### config.mk
export PLATFORM = sky130hd
export DESIGN_NAME = restoring_divider
export DESIGN_NICKNAME = d
export VERILOG_FILES = /design/src/rtl/div_pkg.sv /design/src/rtl/div_datapath.sv /design/src/rtl/restoring_divider.sv
export SDC_FILE = /design/constraint.sdc
export NUM_CORES = 1
export LEC_CHECK = 0
export ABC_AREA = 1
export CAP_MARGIN = 5
export CORE_ASPECT_RATIO = 1.75
export CORE_MARGIN = 1.5
export CORE_UTILIZATION = 48
export CTS_BUF_LIST = sky130_fd_sc_hd__clkbuf_4 sky130_fd_sc_hd__clkbuf_8 sky130_fd_sc_hd__clkbuf_16
export DETAILED_ROUTE_END_ITERATION = 10
export PLACE_DENSITY_LB_ADDON = 0.25
export SLEW_MARGIN = 20
export SYNTH_ARGS = -nofsm -noshare
export SYNTH_HDL_FRONTEND = slang
export SYNTH_SLANG_ARGS = --single-unit
### constraint.sdc
create_clock -name clk -period 2 [get_ports clk]
set_input_delay 0.5 -clock clk [delete_from_list [all_inputs] [get_ports clk]]
set_output_delay 0.5 -clock clk [all_outputs]
set_load 0.03 [all_outputs]
### src/rtl/div_pkg.sv
// Shared definitions for the restoring divider: FSM state encodings.
package div_pkg;

  typedef enum logic [1:0] {
    S_IDLE = 2'd0,
    S_CALC = 2'd1,
    S_DONE = 2'd2
  } state_t;

endpackage

### src/rtl/div_datapath.sv
// Partial-remainder (A), quotient (Q) and divisor (M) registers with the trial subtractor.
// Driven by load / zload / step strobes from the control FSM in restoring_divider.
module div_datapath #(
  parameter int N = 4
) (
  input  logic         clk,
  input  logic         reset,
  input  logic         load,
  input  logic         zload,
  input  logic         step,
  input  logic [N-1:0] dividend,
  input  logic [N-1:0] divisor,
  output logic [N-1:0] quotient,
  output logic [N-1:0] remainder
);

  // A is always below M after each restore, so its N+1th bit is never set and is not stored;
  // the shifted value and the trial subtract still carry the full N+1 bits.
  logic [N-1:0] a_q, a_d;
  logic [N-1:0] q_q, q_d;
  logic [N-1:0] m_q, m_d;
  logic [N:0]   shifted;
  logic [N:0]   trial;

  always_comb begin
    shifted = {a_q, q_q[N-1]};
    trial   = shifted - {1'b0, m_q};
    a_d     = a_q;
    q_d     = q_q;
    m_d     = m_q;
    if (load) begin
      a_d = '0;
      q_d = dividend;
      m_d = divisor;
    end else if (zload) begin
      a_d = dividend;
      q_d = '1;
      m_d = divisor;
    end else if (step) begin
      // A non-negative trial keeps the difference and shifts in a 1; otherwise restore
      if (!trial[N]) begin
        a_d = trial[N-1:0];
        q_d = {q_q[N-2:0], 1'b1};
      end else begin
        a_d = shifted[N-1:0];
        q_d = {q_q[N-2:0], 1'b0};
      end
    end
  end

  always_ff @(posedge clk or posedge reset) begin
    if (reset) begin
      a_q <= '0;
      q_q <= '0;
      m_q <= '0;
    end else begin
      a_q <= a_d;
      q_q <= q_d;
      m_q <= m_d;
    end
  end

  assign quotient  = q_q;
  assign remainder = a_q;

endmodule

### src/rtl/restoring_divider.sv
// Sequential unsigned restoring divider: one quotient bit per clock with start/done handshake.
// Holds the control FSM and bit counter; the arithmetic lives in div_datapath.
module restoring_divider
  import div_pkg::*;
#(
  parameter int N = 4
) (
  input  logic         clk,
  input  logic         reset,
  input  logic         start,
  input  logic [N-1:0] dividend,
  input  logic [N-1:0] divisor,
  output logic [N-1:0] quotient,
  output logic [N-1:0] remainder,
  output logic         busy,
  output logic         done,
  output logic         div_by_zero
);

  localparam int CntW = $clog2(N + 1);

  state_t          state_q;
  logic [CntW-1:0] cnt_q;
  logic            busy_q, done_q, dbz_q;
  logic            accept, load, zload, step;

  // A request is only honoured when not already calculating
  always_comb begin
    accept = start && ((state_q == S_IDLE) || (state_q == S_DONE));
    load   = accept && (divisor != '0);
    zload  = accept && (divisor == '0);
    step   = (state_q == S_CALC);
  end

  always_ff @(posedge clk or posedge reset) begin
    if (reset) begin
      state_q <= S_IDLE;
      cnt_q   <= '0;
      busy_q  <= 1'b0;
      done_q  <= 1'b0;
      dbz_q   <= 1'b0;
    end else begin
      case (state_q)
        S_IDLE, S_DONE: begin
          if (load) begin
            state_q <= S_CALC;
            cnt_q   <= CntW'(N);
            busy_q  <= 1'b1;
            done_q  <= 1'b0;
            dbz_q   <= 1'b0;
          end else if (zload) begin
            state_q <= S_DONE;
            busy_q  <= 1'b0;
            done_q  <= 1'b1;
            dbz_q   <= 1'b1;
          end
        end
        S_CALC: begin
          cnt_q <= cnt_q - CntW'(1);
          if (cnt_q == CntW'(1)) begin
            state_q <= S_DONE;
            busy_q  <= 1'b0;
            done_q  <= 1'b1;
          end
        end
        default: begin
          state_q <= S_IDLE;
          busy_q  <= 1'b0;
          done_q  <= 1'b0;
          dbz_q   <= 1'b0;
        end
      endcase
    end
  end

  div_datapath #(.N(N)) u_datapath (
    .clk       (clk),
    .reset     (reset),
    .load      (load),
    .zload     (zload),
    .step      (step),
    .dividend  (dividend),
    .divisor   (divisor),
    .quotient  (quotient),
    .remainder (remainder)
  );

  assign busy        = busy_q;
  assign done        = done_q;
  assign div_by_zero = dbz_q;

endmodule

======== Word-level counts from Yosys, hierarchy flattened ========
Index checks and enable logic that the tools add are counted.
operators by class
  muxes and demuxes ....................... 25
  equality and inequality tests ........... 6
  $add $sub $neg .......................... 2
  bitwise operators ....................... 1
  reduce and logical (&&, ||, !) cells .... 14
operators by type and width
  operator             number
  $mux 4               9
  $mux 1               7
  $mux 2               3
  $pmux 1 s2           3
  $pmux 3 s2           1
  $reduce_and 2->1     3
  $sub 5x4->5          1
  $logic_not 4->1      1
  $pmux 2 s2           1
  $reduce_bool 2->1    2
  $reduce_bool 4->1    1
  $eq 3x1->1 const B   1
  $logic_and 1x1->1    3
  $mux 3               1
  $ne 3x2->1 const B   1
  $reduce_bool 3->1    1
  $sub 3x1->3 const B  1
  $eq 2x1->1 const B   1
  $eq 2x2->1 const B   1
  $logic_not 2->1      1
  $ne 2x1->1 const B   1
  $ne 2x2->1 const B   1
  $reduce_or 2->1      1
  $logic_or 1x1->1     1
  $not 1->1            1
word-level totals
  output and inout port bits .............. 11
  bits of input ports ..................... 11
  bits in registers ....................... 20

======== Logic depth before layout (Yosys ltp) ========
Gate-level depths: netlist (run 1).
  word-level depth ........................ 7
  gate-level depth with buffers ........... 11

======== Hierarchy ========
A second synthesis (run 1) with hierarchy kept.
second synthesis, totals
  cell total of the unflattened synthesis .. 152
  area total of the unflattened synthesis .. 1,153.6 um^2
modules (own cells, without submodules)
  module             seq. area each (um^2)  cells each  area an instance (um^2)  times used
  div_datapath       300.3                  105         783.3                    1
  restoring_divider  175.2                  47          370.4                    1

======== Worst setup path after synthesis (run 1) ========
OpenSTA, ideal clock, no wires.
  kind .................................... reg-to-reg
  start point ............................. register u_datapath.q_q[3], in the netlist u_datapath.quotient[3]
  end point ............................... register u_datapath.a_q[0], in the netlist u_datapath.remainder[0]
  path buffers ............................ 0
  data arrival time ....................... 1,720 ps
  path slack .............................. 160 ps
  stages on the path, launching flop included .. 11
  required time ........................... 1,881 ps
  cell sequence ........................... dfrtp_1 inv_1 ha_1 inv_1 fa_1 nand3_1 nand3_2 nand3_1 nand2_1 o21ai_2 nand2_1
on the way
  longest elaborated chain between the ends .. 5
RTL lines
  what                    line                RTL
  from (decl)             div_datapath.sv:20  logic [N-1:0] q_q, q_d;
  from (signal assigned)  div_datapath.sv:58  q_q <= q_d;
  $sub 5x4->5             div_datapath.sv:27  trial = shifted - {1'b0, m_q};
  $mux 4 (*)              div_datapath.sv:41  if (!trial[N]) begin
  $mux 4 (*)              div_datapath.sv:39  end else if (step) begin
  $mux 4 (*)              div_datapath.sv:35  end else if (zload) begin
  $mux 4 (*)              div_datapath.sv:31  if (load) begin
  to (signal assigned)    div_datapath.sv:53  a_q <= '0;
  to (signal assigned)    div_datapath.sv:57  a_q <= a_d;
  to (decl)               div_datapath.sv:19  logic [N-1:0] a_q, a_d;
Every way passes the cells marked *; elsewhere a longest branch is shown, timed or not. The select of a mux whose other input is x is not followed.
A chain may end at the register's enable or synchronous reset.

======== Worst setup path after layout (run 1) ========
  start point ............................. register u_datapath.a_q[0], in the netlist u_datapath.remainder[0]
  end point ............................... output port remainder[0]
RTL lines
  what       line                     RTL
  to (decl)  restoring_divider.sv:14  output logic [N-1:0] remainder,
No word-level cell between the ends.

==> results of run 1 <==
==> cells by family (layout without fill, tap and decap cells) <==
group / count (synthesis) / after routing / share of synthesized area (%)
compound gates: 27 / 27 / 13.41
xor+xnor: 1 / 1 / 0.7762
fa+ha+maj: 7 / 7 / 8.426
buf+inv: 20 / 47 / 7.539
flops: 18 / 18 / 39.91
simple gates: 62 / 62 / 29.93
==> sequential cells by signal, summed over array words and instances, names as in the netlist <==
name / flops
u_datapath.quotient: 4
u_datapath.remainder: 4
div_by_zero: 1
u_datapath.m_q: 4
cnt_q: 3
state_q: 1
done: 1
==> stage by stage <==
step	util, %	total power, uW
floorplan	-	2010
global placement	61.54	2443
detailed placement	61.54	2522
CTS	63.99	2822
global route	64.10	3076
finish	64.10	2809
==> what timing repair did <==
action	in CTS	in global routing
hold buffers	0	0
gates resized for setup	0	1
endpoints found under the setup margin	0	1
==> final cells by class <==
| type | count | share of cell area [%] |
|---|---|---|
| tap | 25 | 2.174 |
| clock buffer | 4 | 3.826 |
| timing repair buffer | 24 | 16.17 |
| sequential | 18 | 31.30 |
| multi-input combinational | 97 | 41.39 |
| inverter | 19 | 5.130 |
==> final timing paths <==
check | to | from | cells after the start
worst max register to register | u_datapath.remainder[0] | u_datapath.quotient[3] | 10
worst min-delay path | u_datapath.m_q[2] | u_datapath.m_q[2] | 2
min in group asynchronous | u_datapath.m_q[1] | reset | 3
worst min register to register | u_datapath.m_q[2] | u_datapath.m_q[2] | 2
max in group asynchronous | u_datapath.remainder[1] | reset | 3
worst max-delay path | remainder[0] | u_datapath.remainder[0] | 1
==> metal layers <==
layer,up-vias,wire length [um]
met1,481,889
met3,5,53
met2,14,1470
met4,0,28
li1,496,-
met5,-,0
==> synthesized netlist by cell type, drive strengths merged <==
cell    instances
nand3          12
nand3b          3
o21ai          12
inv            19
fa              1
a21oi          11
or2             1
nor2           12
buf             1
dfrtp          18
ha              6
o22ai           4
nand2          34
xnor2           1
==> power breakdown <==
| group | leakage (uW) | switching [uW] | internal [uW] |
|---|---|---|---|
| combinational | 0.000457 | 1100 | 731 |
| clock | 0.0000288 | 113 | 175 |
| sequential | 0.000218 | 144 | 542 |
| total | 0.000704 | 1360 | 1450 |
==> flow_summary_export.csv, run 1 <==
group,metric,value,unit
status,status,"complete, no violations",
detailed_routing,drcViolationCount,0,
worst_setup_path,worstPathRequired,1500,ps
layout,fill_cells,213,
global_routing,overflow,0,
die,core.rowCount,23,
place,pre_cts_slack,144.0,ps
sta,setup_viol,0,
clock_tree,post_cts_buffers,0,
synthesis,syn-instance-count,135,
die,dieArea,2663,um^2
synthesis,yosys.area.top_type,"dfrtp_1",
clock_tree,tritoncts,"yes",
clock_tree,h-tree-depth,1,
global_routing,met3_usage,1.974,%
worst_setup_path,cp-start-kind,"flip-flop",
power,ir_worst_vdd,1089,uV
layout,nNetsFinal,181,
sta,fin_ws,84.60,ps
place,port_buffers,21,
clock_tree,clk_latency,250,ps
layout,layout-drive-gt1-share,17.90,%
worst_setup_path,worst-path-buf-inv,1,
sta,fin_setup_tns,0,ps
die,start_util,50.28,%
clock_tree,cts_made_buffers,3,
clock_tree,cts-root-buf,"clkbuf_8",
worst_setup_path,crit_chain,"clkdlybuf4s50_1",
sta,finalHoldViolations,0,
min_path,min_path_type,"flip-flop to flip-flop",
sta,min_period_over_period,95.77,%
place,placed_area,1381,um^2
synthesis,ys_seq_area_share,39.91,%
clock_tree,clockBufferDepth,2,
layout,design_area,1439,um^2
detailed_routing,drt_iter0_drc,32,
power,power_leakage,0.0007039,uW
clock_tree,path_clk_slew,60,ps
synthesis,yosysTopAreaCellShare,39.91,%
worst_setup_path,setup.worst_path.class,"flip-flop to output pin",
clock_tree,clkSinkCount,18,
detailed_routing,firstDrtPassIters,4,
synthesis,syn_area,1129,um^2
detailed_routing,viasPerCell,5.326,
worst_setup_path,slowest_stage,"clkdlybuf4s50_1",
global_routing,use_met1,21.93,%
layout,multi_input_area,595.6,um^2
worst_setup_path,cp_max_fo,5,
worst_setup_path,endpoint_kind,"output pin",
detailed_routing,wire_per_inst,13.06,um
synthesis,ys_ff_latch,18,
worst_setup_path,worstPathArrival,1420,ps
layout,area_growth_syn_to_layout,27.49,%
sta,finalClockSkew,1.780,ps
sta,whs,487.0,ps
global_routing,grt_pass1_vias,1048,
layout,ff_latch_area,450.4,um^2
die,boundaryPins,22,
worst_setup_path,max_stage_delay,710,ps
die,fp.dieW,39.66,um
layout,final_common_cell,"nand2_1",
global_routing,grt_use_met2,43.44,%
job,cap_viol_max_count,0,
detailed_routing,vias,996,
synthesis,synth_area_leaders,"dfrtp_1 (40%), nand2_1 (9.6%), ha_1 (6.7%)",
global_routing,grt_max_degree,19,
die,die_h,67.15,um
detailed_routing,detail-route-antenna-nets,0,
synthesis,ys_types,26,
synthesis,syn_nets,153,
sta,report.final.slew_viol_count,0,
global_routing,top_usage_layer,"met2",
synthesis,yosys_warnings,0,
detailed_routing,drt_wl_total,2.442,mm
worst_setup_path,ff2ff_setup_slack,200,ps
place,post-place-cells,183,
power,powerDensity,1952,nW/um^2
layout,n_antenna_cell,0,
sta,rsz0062_at_grt,"no",
die,fp.coreArea,2245,um^2
global_routing,grt_use_total,21.97,%
place,globalplace.congestion,0.8329,
sta,period_minus_slack,1915,ps
worst_setup_path,crit_family,"buffers and inverters",
sta,fmaxAchievable,522.1,MHz
sta,slew_headroom,79.06,%
global_routing,grt_pass1_wl,4.140,mm
sta,worst_slew_pin_slew,313.2,ps
synthesis,syn_avg_cell_area,8.360,um^2
layout,layout_common_cells,"nand2_1 (29), clkdlybuf4s50_1 (21), dfrtp_1 (18)",
layout,final_cells,187,
global_routing,antenna_found_initial,0,
place,dpl.hpwl,1.983,mm
Power figures use the tool's default switching activity.
==> run 2: changes to the inputs <==
Settings changed: ABC_AREA 1 to not set, CORE_ASPECT_RATIO 1.75 to not set.
==> flow_summary_export.csv, run 2 <==
group,metric,value,unit
status,status,"complete, no violations",
sta,worst_slew_pin_slew,432.4,ps
detailed_routing,detail-route-antenna-nets,0,
detailed_routing,firstDrtPassIters,4,
global_routing,grt_pass1_vias,929,
place,port_buffers,21,
place,placed_area,1384,um^2
worst_setup_path,worstPathRequired,2200,ps
sta,report.final.slew_viol_count,0,
detailed_routing,wire_per_inst,15.24,um
sta,period_minus_slack,1992,ps
worst_setup_path,cp_max_fo,7,
die,fp.dieW,50.43,um
detailed_routing,viasPerCell,5.805,
sta,finalClockSkew,8.567,ps
layout,area_growth_syn_to_layout,33.02,%
power,ir_worst_vdd,1096,uV
synthesis,ys_ff_latch,18,
layout,final_common_cell,"clkdlybuf4s50_1",
sta,slew_headroom,71.18,%
synthesis,synth_top_family_by_area,"compound AO/OA/AOI/OAI gates",
die,start_util,52.88,%
layout,design_area,1436,um^2
synthesis,syn-instance-count,117,
synthesis,syn_nets,135,
worst_setup_path,cpMostUsedCell,"inv_2",
synthesis,yosys.cell_count.top_type,"dfrtp_1",
worst_setup_path,max_stage_delay,430,ps
synthesis,yosys.area.top_type,"dfrtp_1",
synthesis,synthFlopType,"dfrtp_1",
worst_setup_path,crit_family,"compound AO/OA/AOI/OAI gates",
synthesis,syn_avg_cell_area,9.229,um^2
layout,layout-drive-gt1-share,16.33,%
synthesis,synth-compound-area-share,21.09,%
power,power_leakage,0.0006287,uW
synthesis,yosys_warnings,0,
layout,nNetsFinal,166,
detailed_routing,drcViolationCount,0,
sta,fin_setup_tns,0,ps
synthesis,ys_types,36,
power,powerDensity,1894,nW/um^2
clock_tree,clkSinkCount,18,
layout,layout_common_cells,"clkdlybuf4s50_1 (19), dfrtp_1 (17), nand2_1 (16)",
synthesis,netlist_top_cells_count,"dfrtp_1 (18), nand2_1 (16), inv_1 (8), o21ai_0 (8), ha_1 (6)",
synthesis,synthArstFlopShare,100.0,%
clock_tree,clockBufferDepth,2,
die,die_h,50.43,um
global_routing,grt_max_degree,15,
layout,n_antenna_cell,0,
synthesis,syn_area,1080,um^2
die,dieArea,2543,um^2
clock_tree,clk_latency,300,ps
sta,setup_viol,0,
layout,fill_cells,173,
detailed_routing,drt_wl_total,2.651,mm
sta,fmaxAchievable,502.0,MHz
clock_tree,holdBufCountCts,0,
synthesis,muxShareOfSynthArea,1.854,%
clock_tree,cts_made_buffers,3,
clock_tree,h-tree-depth,1,
global_routing,grt_pass1_wl,4.471,mm
synthesis,synthAdderAreaFrac,8.806,%
worst_setup_path,cp-start-kind,"flip-flop",
sta,finalHoldViolations,0,
synthesis,synth_edf_count,0,
min_path,min_path_type,"input port to async pin",
die,core.rowCount,16,
synthesis,synth_xor_area_share,0.8111,%
worst_setup_path,worst-path-buf-inv,2,
global_routing,antenna_found_initial,0,
job,cap_viol_max_count,0,
clock_tree,cts-root-buf,"clkbuf_4",
sta,min_period_over_period,99.60,%
clock_tree,path_clk_slew,110,ps
die,fp.coreArea,2042,um^2
synthesis,synth-simple-area-share,20.86,%
detailed_routing,vias,1010,
global_routing,overflow,0,
worst_setup_path,endpoint_kind,"flip-flop",
synthesis,ys_seq_area_share,41.71,%
detailed_routing,drt_iter0_drc,30,
worst_setup_path,crit_chain,"inv_2 -> ha_4 -> inv_2 -> fa_2 -> a21o_1 -> a211oi_4 -> nor4b_2 -> o31a_1",
place,globalplace.congestion,0.8059,
place,dpl.hpwl,1.972,mm
sta,whs,398.5,ps
global_routing,grt_use_total,23.28,%
worst_setup_path,setup.worst_path.class,"flip-flop to flip-flop",
clock_tree,tritoncts,"yes",
worst_setup_path,slowest_stage,"dfrtp_2",
die,boundaryPins,22,
power,fin_total_pwr,2721,uW
synthesis,yosysTopAreaCellShare,41.71,%
synthesis,synth_area_leaders,"dfrtp_1 (42%), ha_1 (7.0%), nand2_1 (5.6%)",
layout,utilization,70.34,%
worst_setup_path,worstPathArrival,2190,ps
sta,rsz0062_at_grt,"yes",
-- run 2: stage by stage --
stage               instances  setup WS (ps)
global route              174         -71.55
finish                    174          8.052
detailed placement        168         -14.66
global placement          168          50.77
CTS                       174         -8.562
floorplan                 117         -6.245
-- run 2: per-layer routing --
layer	share of wire (%)	up-vias	track usage (%)
li1	-	479	-
met1	48	495	35.94
met2	47	30	35.75
met3	3.4	6	1.786
met4	0.94	0	5.405
met5	0	-	0
-- run 2: cells by family (layout without fill, tap and decap cells) --
logic type,after synthesis,count (layout)
AND/OR/NAND/NOR,44,44
AO/OA/AOI/OAI,32,32
flip-flops,18,18
buffers and inverters,13,43
adder cells (fa/ha/maj),7,7
multiplexers,2,2
XOR/XNOR,1,1
-- run 2: power breakdown --
part	total, uW	switching, uW	internal (uW)
clock network	231	120	111
logic	1810	1010	803
registers	678	133	545
total	2720	1260	1460
-- run 2: timing repair --
action                                  4_1_cts  5_1_grt
buffers inserted                              2        0
resized for setup                             1        1
pin swaps                                     3        1
cloned                                        0        0
endpoints found under the setup margin        2        6
-- run 2: cell type report --
cell class              count  area, um^2  share of cell area, %
clock buffers               4       36.28                  2.526
well taps                  27       33.78                  2.352
inverters                   8       30.03                  2.091
flip-flops and latches     18       451.7                  31.45
repair buffers             31       286.5                  19.95
multi-input cells          86       598.1                  41.64
-- run 2: path summary, 6_finish.rpt --
check | slack (ps) | to | from | cells after the start
hold / removal | 400 | u_datapath.quotient[1] | reset | 2
setup reg to reg | 8 | u_datapath.remainder[3] | u_datapath.quotient[3] | 8
setup / recovery | 8 | u_datapath.remainder[3] | u_datapath.quotient[3] | 8
min in group clk | 530 | cnt_q[1] | cnt_q[1] | 2
max in group asynchronous | 1150 | u_datapath.quotient[3] | reset | 3
hold reg to reg | 530 | cnt_q[1] | cnt_q[1] | 2
==> run 3: changes to the inputs <==
Settings changed: ABC_AREA set to 1, CORE_ASPECT_RATIO set to 1.75.
==> results of run 3 <==
No change in the layout: final DEF, timing and power equal those of run 1.
